--- config.mk ---
export PLATFORM = sky130hd
export DESIGN_NAME = mdio_txn_scheduler
export DESIGN_NICKNAME = d
export VERILOG_FILES = /design/src/rtl/mdio_txn_scheduler.sv
export SDC_FILE = /design/constraint.sdc
export NUM_CORES = 1
export LEC_CHECK = 0
export BUFFER_PORTS_ARGS = -buffer_cell sky130_fd_sc_hd__buf_2
export CAP_MARGIN = 25
export CORE_ASPECT_RATIO = 0.75
export CORE_MARGIN = 3
export CORE_UTILIZATION = 38
export DETAILED_ROUTE_END_ITERATION = 10
export GPL_ROUTABILITY_DRIVEN = 0
export GPL_TIMING_DRIVEN = 0
export PLACE_DENSITY = 0.66
export SYNTH_ARGS = -nofsm -noshare
export SYNTH_HDL_FRONTEND = slang
export SYNTH_SLANG_ARGS = --single-unit
--- constraint.sdc ---
create_clock -name clk_i -period 4.35 [get_ports clk_i]
set_input_delay 0.87 -clock clk_i [delete_from_list [all_inputs] [get_ports clk_i]]
set_output_delay 0.87 -clock clk_i [all_outputs]
set_load 0.05 [all_outputs]
--- src/rtl/mdio_txn_scheduler.sv ---
// Round-robin scheduler that shares one MDIO controller between NREQ requesters.
// It runs one Clause-22 frame at a time and returns read data or a timeout error.
module mdio_txn_scheduler #(
    parameter int NREQ         = 4,
    parameter int FRAME_CLKS   = 128,
    parameter int TIMEOUT_CLKS = 256,
    parameter int GAP_CLKS     = 8
) (
    input  logic                 clk_i,
    input  logic                 reset_i,
    input  logic [NREQ-1:0]      req_valid_i,
    input  logic [NREQ-1:0]      req_write_i,
    input  logic [5*NREQ-1:0]    req_phyad_i,
    input  logic [5*NREQ-1:0]    req_regad_i,
    input  logic [16*NREQ-1:0]   req_wdata_i,
    output logic [NREQ-1:0]      req_ready_o,
    output logic [NREQ-1:0]      rsp_valid_o,
    output logic [15:0]          rsp_rdata_o,
    output logic                 rsp_err_o,
    output logic                 busy_o,
    output logic                 mdio_start_o,
    output logic [31:0]          t_data_o,
    input  logic [15:0]          rd_data_i,
    input  logic                 data_rdy_i
);
    localparam int MAX_FT = (FRAME_CLKS > TIMEOUT_CLKS) ? FRAME_CLKS : TIMEOUT_CLKS;
    localparam int MAXC   = (MAX_FT > GAP_CLKS) ? MAX_FT : GAP_CLKS;
    localparam int CW     = $clog2(MAXC + 1);
    localparam int PW     = (NREQ > 1) ? $clog2(NREQ) : 1;

    typedef enum logic [2:0] {IDLE, LAUNCH, WAIT_WR, WAIT_RD, RESP, GAP} state_e;

    state_e                   state_q;
    logic [PW-1:0]            rr_q;
    logic [PW-1:0]            win_d;
    logic                     grant_d;
    logic                     wr_q;
    logic [4:0]               phy_q, reg_q;
    logic [15:0]              wdata_q;
    logic [CW-1:0]            cnt_q, cnt_inc;
    logic [NREQ-1:0][4:0]     phy_arr, reg_arr;
    logic [NREQ-1:0][15:0]    wdata_arr;

    assign phy_arr   = req_phyad_i;
    assign reg_arr   = req_regad_i;
    assign wdata_arr = req_wdata_i;

    // Scan starts just past the last winner, so the previous winner is tried last.
    always_comb begin
        logic [PW-1:0] idx;
        win_d   = rr_q;
        grant_d = 1'b0;
        idx     = '0;
        for (int k = 1; k <= NREQ; k++) begin
            idx = PW'((int'(rr_q) + k) % NREQ);
            if (!grant_d && req_valid_i[idx]) begin
                grant_d = 1'b1;
                win_d   = idx;
            end
        end
    end

    // Acceptance is signalled in the same cycle the request fields are sampled.
    assign req_ready_o = (state_q == IDLE && grant_d && !reset_i) ? (NREQ'(1) << win_d) : '0;
    assign busy_o      = (state_q != IDLE);
    assign cnt_inc     = (cnt_q == '1) ? cnt_q : cnt_q + 1'b1;

    always_ff @(posedge clk_i or posedge reset_i) begin
        if (reset_i) begin
            state_q      <= IDLE;
            rr_q         <= PW'(NREQ - 1);
            wr_q         <= 1'b0;
            phy_q        <= '0;
            reg_q        <= '0;
            wdata_q      <= '0;
            cnt_q        <= '0;
            rsp_valid_o  <= '0;
            rsp_rdata_o  <= '0;
            rsp_err_o    <= 1'b0;
            mdio_start_o <= 1'b0;
            t_data_o     <= '0;
        end else begin
            rsp_valid_o <= '0;
            rsp_rdata_o <= '0;
            rsp_err_o   <= 1'b0;
            case (state_q)
                IDLE: begin
                    if (grant_d) begin
                        wr_q    <= req_write_i[win_d];
                        phy_q   <= phy_arr[win_d];
                        reg_q   <= reg_arr[win_d];
                        wdata_q <= wdata_arr[win_d];
                        rr_q    <= win_d;
                        state_q <= LAUNCH;
                    end
                end
                LAUNCH: begin
                    t_data_o     <= {2'b01, (wr_q ? 2'b01 : 2'b10), phy_q, reg_q,
                                     (wr_q ? 2'b10 : 2'b00), (wr_q ? wdata_q : 16'h0000)};
                    mdio_start_o <= 1'b1;
                    cnt_q        <= '0;
                    state_q      <= wr_q ? WAIT_WR : WAIT_RD;
                end
                WAIT_WR: begin
                    cnt_q <= cnt_inc;
                    if (cnt_q == CW'(FRAME_CLKS - 1)) begin
                        mdio_start_o <= 1'b0;
                        rsp_valid_o  <= NREQ'(1) << rr_q;
                        state_q      <= RESP;
                    end
                end
                WAIT_RD: begin
                    cnt_q <= cnt_inc;
                    // Data arriving on the expiry cycle still counts as a good read.
                    if (data_rdy_i) begin
                        mdio_start_o <= 1'b0;
                        rsp_valid_o  <= NREQ'(1) << rr_q;
                        rsp_rdata_o  <= rd_data_i;
                        state_q      <= RESP;
                    end else if (cnt_q == CW'(TIMEOUT_CLKS - 1)) begin
                        mdio_start_o <= 1'b0;
                        rsp_valid_o  <= NREQ'(1) << rr_q;
                        rsp_err_o    <= 1'b1;
                        state_q      <= RESP;
                    end
                end
                RESP: begin
                    cnt_q   <= '0;
                    state_q <= GAP;
                end
                GAP: begin
                    cnt_q <= cnt_inc;
                    if (cnt_q == CW'(GAP_CLKS - 1)) state_q <= IDLE;
                end
                default: state_q <= IDLE;
            endcase
        end
    end
endmodule

# [After elaboration in Yosys (flattened, before gate mapping)]
# Index checks and enable logic that the tools add are counted.
[op_classes] n_addsub=5 n_lt_le_gt_ge=5 n_eq_ne=14 n_shift=2 muxes=50 reduce_logical=19
[op_table] cell="2-to-1 mux 16 bit" count=4
[op_table] cell="binary-select mux 16 bit (select 2 bit)" count=1
[op_table] cell="binary-select mux 5 bit (select 2 bit)" count=2
[op_table] cell="case mux 3 bit (6 select lines)" count=1
[op_table] cell="case mux 9 bit (2 select lines)" count=1
[op_table] cell="2-to-1 mux 1 bit" count=16
[op_table] cell="2-to-1 mux 4 bit" count=4
[op_table] cell="< comparator 2 x 3 -> 1 bit, second input constant" count=5
[op_table] cell="2-to-1 mux 3 bit" count=5
[op_table] cell="2-to-1 mux 2 bit" count=6
[op_table] cell="binary-select mux 1 bit (select 2 bit)" count=5
[op_table] cell="2-to-1 mux 5 bit" count=2
[op_table] cell="adder 9 x 1 -> 9 bit, second input constant" count=1
[op_table] cell="== test 9 x 3 -> 1 bit, second input constant" count=1
[op_table] cell="== test 9 x 7 -> 1 bit, second input constant" count=1
[op_table] cell="== test 9 x 8 -> 1 bit, second input constant" count=1
[op_table] cell="== test 9 bit, second input constant" count=1
[op_table] cell="2-to-1 mux 9 bit" count=1
[op_table] cell="inequality test 2 bit, second input constant" count=4
[op_table] cell="case mux 4 bit (2 select lines)" count=1
[op_table] cell="left shift 1 x 2 -> 4 bit, first input constant" count=2
[op_table] cell="== test 3 x 2 -> 1 bit, second input constant" count=2
[op_table] cell="== test 3 bit, second input constant" count=2
[op_table] cell="nonzero test 3 bit" count=2
[op_table] cell="14 further kinds" count=24
[totals] ff_bits=94 input_bits=131 out_inout_bits=59 word_cells=107

# [Depth between registers and ports, before layout]
[depth] depth_word=16 ltp_mapped=10 ltp_nobuf=10

# [Worst setup path before layout]
# Ideal clock, no wire load.
[synth_timing] path_type="register to output" startpoint="register rr_q[0]" endpoint="output port req_ready_o[1]" arrival_time_ps=3142 required_ps=3480 path_slack_ps=338 stages_incl_launch_ff=9 path_buffers=2 cell_sequence="dfstp_2 -> buf_2 -> inv_1 -> ha_1 -> or3b_1 -> a211oi_2 -> nor4_4 -> buf_2 -> nor3_1"
[synth_via] elab_chain_len=16 elab_cells_between_ends=30 classes_between="add/sub: 4; shift: 1; mux: 17; reduce/logical: 8"
[synth_lines] element="from (decl)" line="34" text="logic [PW-1:0] rr_q;"
[synth_lines] element="from (signal assigned)" line="71" text="rr_q <= PW'(NREQ - 1);"
[synth_lines] element="from (signal assigned)" line="93" text="rr_q <= win_d;"
[synth_lines] element="adder 2 x 1 -> 2 bit" line="55" text="idx = PW'((int'(rr_q) + k) % NREQ);"
[synth_lines] element="binary-select mux 1 bit (select 2 bit)" line="56" text="if (!grant_d && req_valid_i[idx]) begin"
[synth_lines] element="2-to-1 mux 1 bit (implied by the code)" line="56"
[synth_lines] element="2-to-1 mux 1 bit" line="56"
[synth_lines] element="logical NOT 1 bit" line="56"
[synth_lines] element="logical AND 1 bit" line="56"
[synth_lines] element="2-to-1 mux 1 bit" line="56"
[synth_lines] element="logical NOT 1 bit" line="56"
[synth_lines] element="logical AND 1 bit" line="56"
[synth_lines] element="2-to-1 mux 1 bit" line="56"
[synth_lines] element="logical NOT 1 bit" line="56"
[synth_lines] element="logical AND 1 bit" line="56"
[synth_lines] element="2-to-1 mux 1 bit" line="56"
[synth_lines] element="logical AND 1 bit (2 in a row)" line="64" text="assign req_ready_o = (state_q == IDLE && grant_d && !reset_i) ? (NREQ'(1) << win_d) : '0;"
[synth_lines] element="2-to-1 mux 4 bit *" line="64"
[synth_lines] element="to (decl)" line="16" text="output logic [NREQ-1:0] req_ready_o,"
# Every way passes the cells marked *; elsewhere a longest branch is shown, timed or not. The select of a mux whose other input is x is not followed.

# [Final worst setup path]
[layout_timing] startpoint="register rr_q[0]" endpoint="output port req_ready_o[2]"
# The elaborated chain is that of the path after synthesis.

==> impl_results.rst <==
.. list-table::
   :header-rows: 1

   * - Metric
     - Value
   * - Status
     - finished clean
   * - Synthesized-area fraction occupied by adder cells
     - 0.01909
   * - Data arrival time at the worst-slack endpoint
     - roughly 3.1 ns
   * - Switching pwr
     - 2.078 mW
   * - Post-CTS Resized
     - 0
   * - CTS tree
     - built
   * - Most area-consuming cells after synthesis
     - sky130_fd_sc_hd__dfrtp_1 49%, sky130_fd_sc_hd__mux2i_1 12%, sky130_fd_sc_hd__nand2_1 6.3%
   * - DR vias/cell
     - 4.964
   * - Proportion of power drawn by the clock network
     - 0.164
   * - Met1 usage
     - 0.2507
   * - Path type of the worst setup path
     - reg -> out
   * - Number of buffers on the longest clock path
     - 2
   * - Library cell with the largest summed area after synthesis
     - sky130_fd_sc_hd__dfrtp_1
   * - Start point of the worst hold path
     - t_data_o[30]
   * - Clock Pin Slew Worst Setup and Hold Paths
     - 0.07 ns
   * - Share of synthesized flip-flops with an asynchronous set or reset
     - 1.000
   * - Number of post-CTS setup repair buffers
     - 0
   * - Setup crit start kind
     - register
   * - RSZ-0062 raised after global routing
     - false
   * - Largest driver fanout on the critical path
     - 10
   * - Area fraction in and, or, nand and nor cells after synthesis
     - 0.1508
   * - Global-route wire length before repair
     - 20,200 microns
   * - Slew at the pin closest to its max-slew limit
     - slightly below 0.6 ns
   * - Routed WL per cell
     - 15.51 microns
   * - Wire length reported by the detailed router
     - roughly 12,000 microns
   * - Post-placement worst setup slack
     - 0.6987 ns
   * - Cell count of the worst hold path
     - 1
   * - Die boundary width
     - 132.9 microns
   * - Combinational group share of total power
     - 0.548
   * - Final Max Tran Viols
     - 0
   * - Number of violations of the max-capacitance limit
     - 0
   * - Clock insertion delay at the later pin of the skew report
     - 0.33 ns
   * - Tmin final
     - 3.977 ns
   * - Part of the total power dissipated in sequential elements
     - 0.288
   * - Via count of the first global-routing pass
     - 3,973
   * - Power Internal
     - 2.453 mW
   * - Remaining antenna violation count
     - 0
   * - Antenna cells
     - 0
   * - Number of vias in the routed layout
     - 3,986
   * - Data required time of the worst path
     - 3.48 ns
   * - Setup TNS after final layout
     - 0 ns
   * - # rows
     - 34
   * - Switching share of power
     - 0.4586
   * - Overflow left after global routing
     - 0
   * - Area share of the largest cell type after synthesis
     - 0.4910
   * - Critical Path End Type
     - output pin
   * - Post-route DRC
     - 0
   * - Average footprint of a synthesized cell
     - between 10 and 15 sq um
   * - Root buffer selected by CTS
     - sky130_fd_sc_hd__clkbuf_16
   * - Worst reg-to-reg path cell count
     - 9
   * - Share of cell area taken by muxes after synthesis
     - 0.1541
   * - R2r setup slk
     - roughly 1.4 ns
   * - Slew Limit Headroom
     - 0.6089
   * - Final worst slack
     - about 0.37 ns
   * - Layout Area Growth over Synthesis
     - 31.78%
   * - Fraction of the mapped netlist area in compound gates
     - 0.1258
   * - Largest clock skew in the final design
     - roughly 0.0075 ns
   * - Synth warn
     - 0
   * - Count of filler cells inserted in the layout
     - 1,099
   * - Most used flip-flop cell after synthesis
     - sky130_fd_sc_hd__dfrtp_1
   * - Number of antenna violations at the first check in global routing
     - 0
   * - Drt first pass iters
     - 4
   * - Grt peak-use layer
     - met2
   * - Post-CTS Hold Fix Bufs
     - 0
   * - Post-Synth XOR/XNOR Area
     - 0.003819
   * - Number of clock sinks seen by CTS
     - 92
   * - Met2 Resource Use GR
     - 0.3030
   * - Fin nets
     - just under 800
   * - Global routing usage on met3
     - 0.05065
   * - Starting DRT DRC Count
     - approximately 250
   * - Area of the mapped netlist
     - 4587 sq um
   * - Start of the worst register-to-register path
     - rr_q[0]
   * - Pwr/cell area
     - roughly 750 nW/um^2
   * - Static leakage
     - 3.105 nW
   * - Worst-case vdd ir drop
     - ~0.00035 V
   * - Hold-critical path endpoint
     - t_data_o[30]
   * - Terminus of the critical flop-to-flop path
     - phy_q[4]
   * - Final HPWL DP
     - roughly 9600 microns
   * - Cells after DPL
     - 788
   * - Final setup viols
     - 0
   * - Synthesized flop and latch total
     - 92
   * - Main combinational cell family by area after synthesis
     - multiplexers
   * - Number of synthesized flops with an enable pin
     - 0
   * - Final count of hold timing violations
     - 0
   * - I/O Pins
     - 190
   * - Inserted Clock Buffers
     - 9
   * - Number of H-tree branching levels
     - 3
   * - Most numerous cell in the Yosys netlist
     - sky130_fd_sc_hd__dfrtp_1
   * - Share of final-layout standard cells stronger than drive strength 1
     - 0.3635
   * - Count of input and output buffers
     - 187
   * - Initial standard-cell utilization of the core
     - 0.3921
   * - Sequential-to-total area share from yosys stat
     - 0.5025
   * - GRT Overall Usage
     - 0.1871
   * - Core area
     - about 12,000 sq um
   * - Top cells by instance count after synthesis
     - 90 x sky130_fd_sc_hd__dfrtp_1, 77 x sky130_fd_sc_hd__nand2_1, 56 x sky130_fd_sc_hd__mux2i_1, 28 x sky130_fd_sc_hd__o221ai_1, 21 x sky130_fd_sc_hd__and2_1
   * - Peak clock frequency supported by timing
     - between 0.2 and 0.3 GHz
   * - Post-route fraction of the period consumed by the critical path
     - 0.9143
   * - Final Instance Count excl. Fillers
     - 803
   * - Die area
     - 13,440 sq um
   * - Path category of the worst min-delay check
     - reg -> reg
   * - Cells after synthesis
     - between 400 and 500
   * - Distinct cell type count of the synthesized netlist
     - 48
   * - Largest net degree at the start of global routing
     - 69
   * - Vertical extent of the die
     - 101.1 microns
## logic make-up after synthesis
family          count (synthesis)
simple gates                  144
flops                          92
compound gates                 82
mux                            69
buf+inv                        40
fa+ha+maj                       7
xor+xnor                        2
other cells                     1
## power groups by stage
stage	logic, mW	registers, mW	clock network (mW)
final	2.48	1.30	0.744
after global routing	2.71	1.34	0.798
after CTS	2.51	1.30	0.764
after detailed placement	2.50	1.32	0
after global placement	2.44	1.31	0
after floorplan	1.49	1.68	0
## metal layers
layer	up-vias	wire length, microns
li1	1954	-
met4	0	131
met3	11	840
met5	-	0
met1	1873	5703
met2	148	5781
## layout by cell type, fill, tap and decap left out, types with 8 or more instances in the layout
cell type / netlist / layout
sky130_fd_sc_hd__nand2_1: 77 / 77
sky130_fd_sc_hd__o21ai_1: 9 / 9
sky130_fd_sc_hd__clkbuf_1: 14 / 14
sky130_fd_sc_hd__clkbuf_16: 0 / 9
sky130_fd_sc_hd__o21ai_0: 19 / 19
sky130_fd_sc_hd__mux2_1: 8 / 8
sky130_fd_sc_hd__and2_1: 21 / 21
sky130_fd_sc_hd__o221ai_1: 28 / 28
sky130_fd_sc_hd__mux2i_1: 56 / 56
sky130_fd_sc_hd__nor2_1: 12 / 12
sky130_fd_sc_hd__buf_2: 11 / 198
sky130_fd_sc_hd__dfrtp_1: 90 / 90
sky130_fd_sc_hd__a21oi_1: 8 / 8
## critical path, cell delays in order (launching register included)
cell and delay, ns:
sky130_fd_sc_hd__dfstp_2 0.55, sky130_fd_sc_hd__buf_2 0.19, sky130_fd_sc_hd__inv_1 0.11, sky130_fd_sc_hd__ha_1 0.38, sky130_fd_sc_hd__or3b_1 0.15, sky130_fd_sc_hd__a211oi_2 0.08, sky130_fd_sc_hd__nor4_4 0.46, sky130_fd_sc_hd__buf_2 0.33
sky130_fd_sc_hd__nor3b_1 0.24, sky130_fd_sc_hd__buf_2 0.30
## worst max path at each step
stage / from / endpoint / slack [ns] / depth (start not counted)
final: rr_q[0] / req_ready_o[2] / 0.37 / 9
after CTS: rr_q[0] / req_ready_o[2] / 0.31 / 9
after detailed placement: rr_q[0] / req_ready_o[2] / 0.70 / 9
after global routing: rr_q[0] / req_ready_o[2] / 0.18 / 9
after global placement: reset_i / phy_q[0] / -0.05 / 2
after floorplan: rr_q[0] / req_ready_o[1] / 0.34 / 8
## through the flow
stage | total power [mW] | utilization | hold WS, ns | instance area [sq um]
after global routing | 4.848 | 0.5167 | 0.5064 | 6045
after detailed placement | 3.814 | 0.4923 | 0.4515 | 5759
final | 4.532 | 0.5167 | 0.4653 | 6045
after global placement | 3.747 | 0.4897 | 0.4542 | 5729
after floorplan | 3.176 | - | 0.4487 | 4591
after CTS | 4.576 | 0.5167 | 0.4707 | 6045
## cell type report
class	instances	area (sq um)	area share
inverters	8	32.53	0.005382
repair buffers	188	963.4	0.1594
plain buffers	32	167.7	0.02774
flip-flops and latches	92	2305	0.3813
clock inverters	4	32.53	0.005382
multi-input cells	306	2088	0.3455
well taps	162	202.7	0.03353
clock buffers	11	252.7	0.04181
## sequential cells by signal, indices dropped and copies added (netlist names)
name	flops
reg_q	5
rsp_rdata_o	16
t_data_o	29
rsp_err_o	1
rsp_valid_o	4
mdio_start_o	1
rr_q	2
state_q	3
phy_q	5
wr_q	1
cnt_q	9
wdata_q	16
No activity file was read; power rests on OpenSTA's default activity.
